<file path="src/rtl/host_xfer_pkg.sv">
`default_nettype none
// ============================================================================
//  Module : host_xfer_pkg
//  Brief  : Shared state encoding, direction codes and default widths for the
//           host load/unload BRAM handshake master.
//  Rev    : 1.0  initial release
// ============================================================================
package host_xfer_pkg;

   localparam int DEF_GPIO_W         = 32;
   localparam int DEF_CNT_W          = 16;
   localparam int DEF_TIMEOUT_CYCLES = 1024;

   localparam logic DIR_LOAD   = 1'b0;
   localparam logic DIR_UNLOAD = 1'b1;

   typedef enum logic [2:0] {
      ST_IDLE         = 3'd0,
      ST_WAIT_STOP    = 3'd1,
      ST_XFER_WORD    = 3'd2,
      ST_ASSERT_CONT  = 3'd3,
      ST_WAIT_RELEASE = 3'd4,
      ST_FINISH       = 3'd5
   } xfer_state_t;

endpackage
`default_nettype wire

</file>
<file path="src/rtl/host_xfer_wdt.sv">
`default_nettype none
// ============================================================================
//  Module : host_xfer_wdt
//  Brief  : Handshake watchdog; counts enabled cycles since the last clear and
//           flags expiry on the LIMIT-th cycle.
//  Rev    : 1.0  initial release
// ============================================================================
module host_xfer_wdt
   import host_xfer_pkg::*;
#(
   parameter int LIMIT = DEF_TIMEOUT_CYCLES
) (
   input  logic clk,
   input  logic rst_n,
   input  logic clear,
   input  logic enable,
   output logic expired
);

   localparam int W = $clog2(LIMIT + 1);

   logic [W-1:0] cnt;

   always_ff @(posedge clk or negedge rst_n) begin
      if (!rst_n) begin
         cnt <= '0;
      end else if (clear) begin
         cnt <= '0;
      end else if (enable && !expired) begin
         cnt <= cnt + W'(1);
      end
   end

   // cnt holds the number of completed cycles in the state, so LIMIT-1 is the last one
   assign expired = enable && (cnt == W'(LIMIT - 1));

endmodule
`default_nettype wire

</file>
<file path="src/rtl/host_lm_ulm_master.sv">
`default_nettype none
// ============================================================================
//  Module : host_lm_ulm_master
//  Brief  : Host end of the load/unload BRAM handshake (continue/done/data out,
//           stopped/data in). Optional watchdog: define HOST_LM_ULM_TIMEOUT_EN.
//  Rev    : 1.0  initial release
// ============================================================================
module host_lm_ulm_master
   import host_xfer_pkg::*;
#(
   parameter int GPIO_W         = DEF_GPIO_W,
   parameter int CNT_W          = DEF_CNT_W,
   parameter int TIMEOUT_CYCLES = DEF_TIMEOUT_CYCLES
) (
   input  logic              Clk,
   input  logic              ResetN,
   input  logic              xfer_start_i,
   input  logic              dir_i,
   input  logic [CNT_W-1:0]  num_words_i,
   output logic              xfer_ready_o,
   output logic [CNT_W-1:0]  words_done_o,
   output logic              err_o,
   input  logic              src_valid_i,
   input  logic [GPIO_W-1:0] src_data_i,
   output logic              src_ready_o,
   output logic              snk_valid_o,
   output logic [GPIO_W-1:0] snk_data_o,
   input  logic              snk_ready_i,
   input  logic              lm_stopped_i,
   output logic              lm_continue_o,
   output logic              lm_done_o,
   output logic [GPIO_W-1:0] gpio_data_o,
   input  logic [GPIO_W-1:0] gpio_data_i
);

   xfer_state_t      state, state_next;
   logic             dir;
   logic [CNT_W-1:0] count;
   logic             start_ok;
   logic             wdt_expired;

   if (TIMEOUT_CYCLES < 1) begin : g_bad_timeout
      $error("TIMEOUT_CYCLES must be at least 1");
   end

   assign start_ok = (state == ST_IDLE) && xfer_start_i;

   always_ff @(posedge Clk or negedge ResetN) begin
      if (!ResetN) state <= ST_IDLE;
      else         state <= state_next;
   end

   always_comb begin
      state_next    = state;
      xfer_ready_o  = 1'b0;
      src_ready_o   = 1'b0;
      lm_continue_o = 1'b0;
      lm_done_o     = 1'b0;
      case (state)
         ST_IDLE: begin
            xfer_ready_o = 1'b1;
            if (xfer_start_i)
               state_next = (num_words_i == '0) ? ST_FINISH : ST_WAIT_STOP;
         end
         ST_WAIT_STOP: begin
            if (wdt_expired)       state_next = ST_IDLE;
            else if (lm_stopped_i) state_next = ST_XFER_WORD;
         end
         ST_XFER_WORD: begin
            if (dir == DIR_LOAD) begin
               src_ready_o = 1'b1;
               if (src_valid_i) state_next = ST_ASSERT_CONT;
            end else if (snk_valid_o && snk_ready_i) begin
               state_next = ST_ASSERT_CONT;
            end
         end
         ST_ASSERT_CONT: begin
            lm_continue_o = 1'b1;
            lm_done_o     = (words_done_o == count - CNT_W'(1));
            if (wdt_expired)        state_next = ST_IDLE;
            else if (!lm_stopped_i) state_next = ST_WAIT_RELEASE;
         end
         ST_WAIT_RELEASE: begin
            state_next = (words_done_o == count) ? ST_FINISH : ST_WAIT_STOP;
         end
         ST_FINISH: state_next = ST_IDLE;
         default:   state_next = ST_IDLE;
      endcase
   end

   always_ff @(posedge Clk or negedge ResetN) begin
      if (!ResetN) begin
         dir          <= DIR_LOAD;
         count        <= '0;
         words_done_o <= '0;
         gpio_data_o  <= '0;
         snk_data_o   <= '0;
         snk_valid_o  <= 1'b0;
      end else begin
         if (start_ok) begin
            dir          <= dir_i;
            count        <= num_words_i;
            words_done_o <= '0;
         end
         if (state == ST_XFER_WORD && dir == DIR_LOAD && src_valid_i)
            gpio_data_o <= src_data_i;
         // unload word is sampled on the same edge the device's stop is seen
         if (state == ST_WAIT_STOP && state_next == ST_XFER_WORD && dir == DIR_UNLOAD) begin
            snk_data_o  <= gpio_data_i;
            snk_valid_o <= 1'b1;
         end else if (snk_valid_o && snk_ready_i) begin
            snk_valid_o <= 1'b0;
         end
         if (state == ST_ASSERT_CONT && state_next == ST_WAIT_RELEASE && words_done_o != count)
            words_done_o <= words_done_o + CNT_W'(1);
      end
   end

`ifdef HOST_LM_ULM_TIMEOUT_EN
   logic err;

   host_xfer_wdt #(
      .LIMIT (TIMEOUT_CYCLES)
   ) u_wdt (
      .clk     (Clk),
      .rst_n   (ResetN),
      .clear   (state_next != state),
      .enable  ((state == ST_WAIT_STOP) || (state == ST_ASSERT_CONT)),
      .expired (wdt_expired)
   );

   always_ff @(posedge Clk or negedge ResetN) begin
      if (!ResetN)          err <= 1'b0;
      else if (start_ok)    err <= 1'b0;
      else if (wdt_expired) err <= 1'b1;
   end

   assign err_o = err;
`else
   assign wdt_expired = 1'b0;
   assign err_o       = 1'b0;
`endif

endmodule
`default_nettype wire

</file>
<file path="config.mk">
export PLATFORM = sky130hd
export DESIGN_NAME = host_lm_ulm_master
export DESIGN_NICKNAME = d
export VERILOG_FILES = /design/src/rtl/host_xfer_pkg.sv /design/src/rtl/host_xfer_wdt.sv /design/src/rtl/host_lm_ulm_master.sv
export SDC_FILE = /design/constraint.sdc
export NUM_CORES = 1
export LEC_CHECK = 0
export ABC_AREA = 1
export BUFFER_PORTS_ARGS = -buffer_cell sky130_fd_sc_hd__buf_2
export CORE_MARGIN = 2
export CORE_UTILIZATION = 30
export CTS_CLUSTER_DIAMETER = 150
export CTS_CLUSTER_SIZE = 28
export DETAILED_ROUTE_END_ITERATION = 16
export GPL_ROUTABILITY_DRIVEN = 0
export PLACE_DENSITY = 0.6
export REMOVE_ABC_BUFFERS = 1
export SETUP_SLACK_MARGIN = 0.05
export SLEW_MARGIN = 10
export SYNTH_ARGS = -nofsm -noshare
export SYNTH_HDL_FRONTEND = slang
export SYNTH_SLANG_ARGS = --single-unit
</file>
<file path="constraint.sdc">
create_clock -name Clk -period 3.15 [get_ports Clk]
set_input_delay 0.4725 -clock Clk [delete_from_list [all_inputs] [get_ports Clk]]
set_output_delay 0.4725 -clock Clk [all_outputs]
set_load 0.02 [all_outputs]
</file>
==> flow_metrics.py <==
metrics = {
    "outcome": {
        "status": "complete, no violations",
    },
    "power_and_ir_drop": {
        "power_density_nw_per_um2": 931.3,
        "switching_share_pct": 40.82,
        "ir_drop_mv": 0.6381,
        "p_int_w": 0.003657,
        "p_seq_share_pct": 36.5,
        "p_clk_share_pct": 19.4,
        "leakage_nw": 3.482,
        "p_comb_share_pct": 44.1,
        "switchingPower_w": 0.002522,
    },
    "setup_path": {
        "cpMaxStageDelayCell": "dfrtp_1",
        "cp_slowest_stage_delay_ps": 400,
        "cp_max_fo": 6,
        "path_cells": "inv_1, ha_1, nand3_1, nor2_2, nand2_1, xnor2_1, nor2_1, nand3_1, nor2_1, buf_2",
        "cp.required_ps": 2680,
        "worstSetupStartpointType": "flop",
        "critPathKind": "reg -> out",
        "arrival_ps": 2160,
        "end_kind": "primary output",
    },
    "timing": {
        "tns_ps": 0,
        "slew_violations": 0,
        "hold_viol_final": 0,
        "setup_viol": 0,
        "rsz0062_at_grt": "no",
        "fin_crit_ps": 2629,
        "max_slew_margin_pct": 34.25,
        "max_freq_ghz": 0.3804,
        "skew_ps": 11.90,
        "finalCritPeriodShare_pct": 83.46,
        "tightest_slew_ps": 982.8,
    },
    "global_routing": {
        "grt_pass1_wl_um": 21050,
        "grt_use_total_pct": 14.57,
        "grt_pass1_vias": 4267,
        "grt_max_degree": 52,
        "overflow": 0,
        "antenna_found_initial": 1,
    },
    "floorplan": {
        "die_h_um": 136.3,
        "start_util_pct": 30.57,
        "rows": 48,
        "fp.dieArea_um2": 18580,
        "design.core.area_um2": 17180,
        "io_pins": 173,
        "die_w_um": 136.3,
    },
    "synth": {
        "synth_compound_area_share_pct": 2.883,
        "ys_warn_count": 0,
        "synthSimpleGateAreaFrac_pct": 22.87,
        "synth_edf_count": 0,
        "muxShareOfSynthArea_pct": 15.80,
        "synth.avg_cell_area_um2": 9.707,
        "synth-xor-area-share_pct": 3.169,
        "synth_adder_area_share_pct": 0.4765,
        "syn_area_um2": 5251,
        "yosys_most_used_dff": "dfrtp_1",
        "synth_top_family_by_area": "simple AND/OR/NAND/NOR gates",
        "synth-seq-cells": 101,
        "synth_cell_types": 36,
        "syn_inst": 541,
        "ys_seq_area_share_pct": 48.13,
        "async_flop_share_pct": 100.0,
    },
    "finish": {
        "nFillCells": 1755,
        "syn2layout_area_growth_pct": 26.35,
        "layout.nets": 800,
        "post-route-util_pct": 38.63,
        "drive_gt1_share_pct": 37.71,
    },
    "detailed_routing": {
        "route.detailed.drc": 0,
        "wl_um": 13150,
        "dr.pass1.iters": 4,
        "post_drt_wl_per_cell_um": 13.96,
        "drtIter0Drc": 154,
        "via_count": 4233,
        "viasPerCell": 4.494,
        "ant_nets": 0,
    },
    "job": {
        "cap_violations": 0,
    },
    "clock_tree": {
        "clock_sinks": 101,
        "cts.path.max_buffers": 2,
        "cts_setup_buffers": 0,
        "cts.repair.resized": 0,
        "htree_levels": 3,
        "clkSlewWorstSetupHoldPaths_ps": 80,
        "hold_buffers": 0,
        "clk_latency_ps": 350,
        "cts_root_buf": "clkbuf_16",
        "cts_tree": "built",
        "numCtsBuffers": 9,
    },
    "placed_design": {
        "place_hpwl_um": 9950,
        "portBuffers": 171,
    },
    "hold_path": {
        "hold_path.class": "in -> async",
    },
}
stage by stage:
stage	cells	hold WS, ps	setup WS (ps)	total power (W)	instance area, um^2
after floorplan	523	176.9	873.5	0.004115	5115
after global placement	925	469.7	913.7	0.004995	6315
final	942	133.5	521.0	0.006179	6635
after detailed placement	925	476.1	879.3	0.005021	6315
after CTS	941	154.6	483.8	0.006265	6633
after global routing	941	184.7	216.3	0.006608	6633
Yosys cell counts (5+ instances only):
cell type / number / share of area (%)
inv_2: 11 / 0.79
nor2_1: 50 / 3.6
mux2_2: 12 / 2.6
dfrtp_1: 101 / 48
o21ai_0: 14 / 1.3
xor2_1: 8 / 1.3
nand3_1: 32 / 3.0
buf_2: 6 / 0.57
mux2_1: 23 / 4.9
xnor2_1: 11 / 1.8
nand3_2: 11 / 2.1
inv_1: 45 / 3.2
mux2_4: 29 / 8.3
o21ai_1: 5 / 0.48
nand2_1: 118 / 8.4
nand4_1: 22 / 2.6
power groups by stage:
stage / registers, W / logic [W] / clock network, W
2_1_floorplan: 0.00273 / 0.00138 / 0
3_3_place_gp: 0.00226 / 0.00273 / 0
3_5_place_dp: 0.00226 / 0.00276 / 0
4_1_cts: 0.00226 / 0.00276 / 0.00124
5_1_grt: 0.00233 / 0.00298 / 0.00129
6_report: 0.00226 / 0.00272 / 0.00120
area by class of cell:
class | instances | area [um^2] | share of cell area (%)
diodes | 1 | 2.502 | 0.03771
clock buffers | 10 | 239.0 | 3.602
clock inverters | 6 | 78.83 | 1.188
inverters | 56 | 210.2 | 3.168
multi-input cells | 366 | 2380 | 35.87
flip-flops and latches | 101 | 2527 | 38.09
well taps | 225 | 281.5 | 4.243
repair buffers | 177 | 915.9 | 13.80
worst paths after layout:
kind	startpoint	endpoint	slack, ps	depth (start not counted)
max in group asynchronous	ResetN	snk_data_o[20]	2330	2
worst min-delay path	ResetN	words_done_o[3]	130	1
min in group Clk	snk_ready_i	snk_valid_o	320	2
worst min register to register	gpio_data_o[14]	gpio_data_o[14]	490	1
worst max-delay path	count[0]	lm_done_o	520	10
worst max register to register	state[0]	snk_data_o[9]	1150	5
cells in the final DEF (no fill, tap or decap), types with 2 or more instances in the layout:
cell type and instances:
nor3_1 3, inv_1 45, clkinv_4 2, nor2_4 2, ha_1 2, a21oi_1 4, nor3_2 2, nand2_1 117
nand3_1 32, o21ai_0 14, mux2_2 12, or2_1 2, o21ai_1 5, buf_2 170, nand3_2 11, mux2_4 29
mux2_1 23, clkbuf_16 9, nand4_1 22, xor2_1 8, dfrtp_1 101, buf_4 6, nand3b_1 4, o21bai_1 2
xnor2_1 11, inv_8 2, nor2_2 2, nand2_2 3, nor2_1 50, inv_2 11
kinds of logic (layout without fill, tap and decap cells):
kind of cell             after synthesis  count (layout)
AO/OA/AOI/OAI                         27              27
XOR/XNOR                              19              19
adder cells (fa/ha/maj)                2               2
buffers and inverters                 74             249
flip-flops                           101             101
multiplexers                          64              64
other                                  1               2
AND/OR/NAND/NOR                      253             253
state kept, by name, indices dropped and copies added, names as in the netlist:
| register | count |
|---|---|
| count | 16 |
| dir | 1 |
| gpio_data_o | 32 |
| snk_data_o | 32 |
| snk_valid_o | 1 |
| state | 3 |
| words_done_o | 16 |
per-layer routing:
metal	track usage, %	vias to the layer above	wire, um
met5	0	-	0
met4	4.861	0	207
met3	4.959	16	1013
met2	23.70	145	6099
met1	18.11	1967	5827
li1	-	2105	-
critical path, delay by kind of cell (launching register included):
| kind | cells | cell delay [ps] |
|---|---|---|
| adder cells (fa/ha/maj) | 1 | 200 |
| AND/OR/NAND/NOR | 6 | 790 |
| buffers and inverters | 2 | 290 |
| XOR/XNOR | 1 | 130 |
| flip-flops | 1 | 400 |
Note: power is estimated with default switching activity, not from simulation.
